File: config.mk
export PLATFORM = sky130hd
export DESIGN_NAME = pc_fetch_sequencer
export DESIGN_NICKNAME = d
export VERILOG_FILES = /design/src/rtl/i281_pkg.sv /design/src/rtl/pc_fetch_sequencer_step_edge_detect.sv /design/src/rtl/pc_fetch_sequencer.sv
export SDC_FILE = /design/constraint.sdc
export NUM_CORES = 1
export LEC_CHECK = 0
export CORE_UTILIZATION = 45
export CTS_BUF_LIST = sky130_fd_sc_hd__clkbuf_8
export DETAILED_ROUTE_END_ITERATION = 10
export HOLD_SLACK_MARGIN = 0.03
export PLACE_DENSITY = 0.86
export SLEW_MARGIN = 5
export SYNTH_ARGS = -nofsm -noshare
export SYNTH_HDL_FRONTEND = slang
export SYNTH_SLANG_ARGS = --single-unit
File: constraint.sdc
create_clock -name clk -period 2 [get_ports clk]
set_clock_uncertainty 0.15 [all_clocks]
set_input_delay 0.2 -clock clk [delete_from_list [all_inputs] [get_ports clk]]
set_output_delay 0.2 -clock clk [all_outputs]
set_load 0.005 [all_outputs]
File: src/rtl/i281_pkg.sv
// i281_pkg
// Shared definitions for the i281 front end: default address and instruction
// widths, the PC value loaded by reset, and the fetch sequencer state type.
package i281_pkg;

  localparam int PC_WIDTH    = 6;
  localparam int INSTR_WIDTH = 16;

  // Program starts at address 0 after reset.
  localparam int unsigned RESET_PC = 0;

  // One instruction cycle walks FETCH -> WAIT -> EXEC. HALTED is terminal
  // until reset.
  typedef enum logic [2:0] {
    IDLE   = 3'd0,
    FETCH  = 3'd1,
    WAIT   = 3'd2,
    EXEC   = 3'd3,
    HALTED = 3'd4
  } fetch_state_t;

endpackage

File: src/rtl/pc_fetch_sequencer_step_edge_detect.sv
// step_edge_detect
// Rising-edge detector for the debounced front-panel step button.
// Ports:
//   clk       system clock
//   reset     synchronous active-high reset, clears the history register
//   step      debounced button level
//   step_rise one-cycle pulse while step is high and was low last cycle
module step_edge_detect (
  input  logic clk,
  input  logic reset,
  input  logic step,
  output logic step_rise
);

  logic step_q;

  always_ff @(posedge clk) begin
    if (reset) begin
      step_q <= 1'b0;
    end else begin
      step_q <= step;
    end
  end

  assign step_rise = step & ~step_q;

endmodule

File: src/rtl/pc_fetch_sequencer.sv
// pc_fetch_sequencer
// Holds the i281 program counter and sequences instruction fetch through
// FETCH -> WAIT -> EXEC, with free-run, single-step and halt for the panel.
// Ports:
//   clk, reset        single clock, synchronous active-high reset
//   run               level, fetch continuously while high
//   step              debounced button, each rising edge runs one instruction
//   halt_req          from decoder, honoured only in EXEC
//   next_pc_address   PC for the next instruction from the PC update logic
//   imem_rdata        instruction memory data, one cycle after imem_en
//   current_pc        PC register (also drives the PC update logic/display)
//   imem_addr         instruction memory address, equal to current_pc
//   imem_en           instruction memory read enable (registered)
//   instr             instruction register
//   instr_valid       one-cycle commit qualifier per instruction (registered)
//   halted            sequencer is in HALTED (registered)
//   retired_count     completed instructions, saturating
module pc_fetch_sequencer
  import i281_pkg::*;
#(
  parameter int PC_WIDTH    = i281_pkg::PC_WIDTH,
  parameter int INSTR_WIDTH = i281_pkg::INSTR_WIDTH,
  parameter int COUNT_WIDTH = 16
) (
  input  logic                   clk,
  input  logic                   reset,
  input  logic                   run,
  input  logic                   step,
  input  logic                   halt_req,
  input  logic [PC_WIDTH-1:0]    next_pc_address,
  input  logic [INSTR_WIDTH-1:0] imem_rdata,
  output logic [PC_WIDTH-1:0]    current_pc,
  output logic [PC_WIDTH-1:0]    imem_addr,
  output logic                   imem_en,
  output logic [INSTR_WIDTH-1:0] instr,
  output logic                   instr_valid,
  output logic                   halted,
  output logic [COUNT_WIDTH-1:0] retired_count
);

  fetch_state_t state;
  logic         step_rise;

  // Counter sticks at all-ones instead of wrapping.
  function automatic logic [COUNT_WIDTH-1:0] sat_inc(
    input logic [COUNT_WIDTH-1:0] v
  );
    return (&v) ? v : v + COUNT_WIDTH'(1);
  endfunction

  step_edge_detect u_step_edge (
    .clk       (clk),
    .reset     (reset),
    .step      (step),
    .step_rise (step_rise)
  );

  // The PC only moves on the EXEC edge, so the address is just the PC.
  assign imem_addr = current_pc;

  // Outputs are registered alongside the state: each is set on the edge that
  // enters the state in which it must be visible.
  always_ff @(posedge clk) begin
    if (reset) begin
      state         <= IDLE;
      current_pc    <= PC_WIDTH'(RESET_PC);
      instr         <= '0;
      instr_valid   <= 1'b0;
      imem_en       <= 1'b0;
      halted        <= 1'b0;
      retired_count <= '0;
    end else begin
      imem_en     <= 1'b0;
      instr_valid <= 1'b0;
      case (state)
        IDLE: begin
          if (run || step_rise) begin
            state   <= FETCH;
            imem_en <= 1'b1;
          end
        end
        FETCH: begin
          state <= WAIT;
        end
        WAIT: begin
          instr       <= imem_rdata;
          instr_valid <= 1'b1;
          state       <= EXEC;
        end
        EXEC: begin
          // Halting instruction still retires and still updates the PC.
          current_pc    <= next_pc_address;
          retired_count <= sat_inc(retired_count);
          if (halt_req) begin
            state  <= HALTED;
            halted <= 1'b1;
          end else if (run) begin
            state   <= FETCH;
            imem_en <= 1'b1;
          end else begin
            state <= IDLE;
          end
        end
        HALTED: begin
          halted <= 1'b1;
        end
        default: begin
          state <= IDLE;
        end
      endcase
    end
  end

endmodule

==> results.yml <==
run_status:
  outcome: "finished, final reports clean"
critical_path:
  cp_slowest_cell: "or4_1"
  endpoint_kind: "flop"
  crit_path_start_kind: "flop"
  cpPeakStageDelay_ns: 0.51
  reg2reg_depth: 6
  crit_chain: "ha_1 -> nand4_1 -> nor4_4 -> buf_4 -> or4_1 -> a21oi_1"
  worstPathArrival_ns: 1.97
  crit_type: "flop to flop"
  required_ns: 2.08
  cp_max_fo: 10
global_routing:
  grt_use_met3_pct: 7.770
  grt_start_max_net_pins: 21
  grt_pass1_wl_um: 7362
  antenna_found_initial: 0
  overflow: 0
  grt_use_total_pct: 21.35
  grt.busiest_layer: "met2"
  grt_pass1_vias: 1694
  grt_use_met2_pct: 36.38
  grt_util_met1_pct: 25.68
timing:
  tns_ns: 0
  timing.final.crit_share_pct: 94.35
  hold_slack_ns: 0.2792
  finalHoldViolCount: 0
  max_freq_mhz: 529.9
  relSlewSlack_pct: 66.07
  rsz0062_at_grt: "no"
  tightest_slew_ns: 0.5051
  setup-violations-final: 0
  post-route-min-period_ns: 1.887
  finalMaxSlewViolations: 0
logic_synthesis:
  synth_top_area_share_pct: 46.75
  syn_nets: 256
  ys_seq_area_share_pct: 46.75
  post_synth_num_cell_types: 39
  synthCells: 228
  syn_area_per_cell_sq_um: 8.451
  netlist_area_sq_um: 1927
  yosys_warnings: 0
  yosys_register_bits: 45
  yosys-top-cells-area: "dfxtp_1 47%, nand2_1 9.2%, a21oi_1 8.6%, buf_4 2.7%, nor3_1 2.1%"
  synth_top_cell_by_area: "dfxtp_1"
clock_network:
  clk_pin_slew_ns: 0.10
  cts_buffer_depth: 2
  post_cts_resized: 0
  numCtsBuffers: 5
  post_cts_buffers: 0
  cts_root_buf: "clkbuf_8"
  h-tree-depth: 2
  insertion_delay_ns: 0.30
  cts_sinks: 45
  ctsHoldBuffers: 0
  cts_tree: "built"
worst_hold_path:
  holdPathStages: 3
  holdCritPathClass: "input pin to flop"
detailed_routing:
  ant_nets: 0
  drtIter0Drc: 128
  num_vias: 1853
  drc: 0
  routed_wl_um: 4535
  dr.pass1.iters: 4
  vias_per_cell: 5.264
  post_drt_wl_per_cell_um: 12.88
power:
  clockPowerShare_pct: 31.6
  ir_drop_mv: 0.6247
  p_switching_uw: 489.5
  pwr-share-seq_pct: 52.0
  comb_power_share_pct: 16.4
  p_per_area_nw_per_um2: 665.8
  intPower_uw: 1369
  p_leak_uw: 0.0009562
  p_sw_share_pct: 26.34
layout:
  fin_nets: 329
  area_growth_pct: 44.87
  diodes: 0
  post-route-util_pct: 68.79
  layout_commonest_cell: "clkdlybuf4s50_1"
  fillers: 341
  final_cell_mix: "73 x clkdlybuf4s50_1, 47 x nand2_1, 45 x dfxtp_1, 33 x a21oi_1, 12 x buf_4"
  layout-drive-gt1-share_pct: 9.272
die:
  die_w_um: 67.44
  start_util_pct: 47.49
  die_y_um: 67.44
  coreArea_sq_um: 4058
  ios: 74
  dieArea_sq_um: 4547
  rows: 23
placement:
  gp_congestion: 0.8242
  portBuffers: 73
  hpwl_um: 3324
flow_run:
  maxCapViolCount: 0
-- final cells by class --
class	instances	area, sq um	area share [%]
flip-flops and latches	45	900.9	32.27
multi-input cells	159	894.6	32.05
repair buffers	85	820.8	29.40
clock buffers	5	68.82	2.465
well taps	50	62.56	2.241
clock inverters	3	25.02	0.8965
inverters	5	18.77	0.6723
-- cells by family (layout without fill, tap and decap cells) --
| logic type | after synthesis | count (layout) | share of synthesized area [%] |
|---|---|---|---|
| simple gates | 102 | 102 | 28.77 |
| compound gates | 54 | 54 | 15.91 |
| flops | 45 | 45 | 46.75 |
| buf+inv | 24 | 98 | 6.883 |
| fa+ha+maj | 1 | 1 | 0.6492 |
| xor+xnor | 1 | 1 | 0.4546 |
| mux | 1 | 1 | 0.5844 |
-- cells in the mapped netlist --
cell type	number
or4_1	4
buf_1	1
and2_2	1
a21oi_1	33
and2_1	1
xnor2_1	1
and3b_1	1
o21ai_0	7
ha_1	1
and4_1	2
nand2_1	47
a22oi_1	1
buf_6	2
or3_1	6
clkbuf_1	8
mux2_2	1
buf_4	7
nor2_1	7
nand3b_1	3
o31ai_1	5
nor3b_2	1
o2111ai_1	1
nor4_1	1
nand3_1	5
nor4_4	1
nor2b_1	3
nand3_4	1
o21a_1	2
inv_1	5
nor3_1	8
dfxtp_1	45
and3_1	1
a31oi_1	2
nand4_1	6
a211oi_1	2
nand4_4	1
buf_2	1
nor3b_1	2
o21ba_2	1
-- layer usage --
layer | routed length [um] | share of wire, %
met1 | 2002 | 44
met4 | 0 | 0
met5 | 0 | 0
met3 | 276 | 6.1
met2 | 2256 | 50
-- registers in the layout, indices dropped and copies added (netlist names) --
signal	flops
instr	16
instr_valid	1
state	3
retired_count	16
halted	1
current_pc	6
imem_en	1
u_step_edge.step_q	1
-- metrics by stage --
step                      std cells  area, sq um  power [uW]  setup WS (ns)
after floorplan                 228         1927        1121         0.1977
after global placement          344         2696        1284         0.1433
after detailed placement        344         2696        1294        0.09832
after CTS                       352         2790        1882        0.07966
after global routing            352         2791        1950       0.001867
final                           352         2791        1859         0.1129
-- power by group through the flow --
stage	Sequential [uW]	Clock (uW)	Combinational, uW
floorplan	989	0	132
global placement	985	0	299
detailed placement	988	0	306
CTS	967	608	307
global route	973	641	337
finish	967	588	304
-- final timing paths --
kind                     from                to  slack, ns
max reg2reg  retired_count[1]  retired_count[5]       0.11
min reg2reg         instr[14]         instr[14]       0.31
max          retired_count[1]  retired_count[5]       0.11
min             imem_rdata[3]          instr[3]       0.28
-- worst max-delay path: cells and delay by family, from the launching register on --
family | cells | cell delay [ns]
buf+inv | 1 | 0.17
compound gates | 1 | 0.17
fa+ha+maj | 1 | 0.24
flops | 1 | 0.34
simple gates | 3 | 0.75
(Power assumes the default switching activity.)
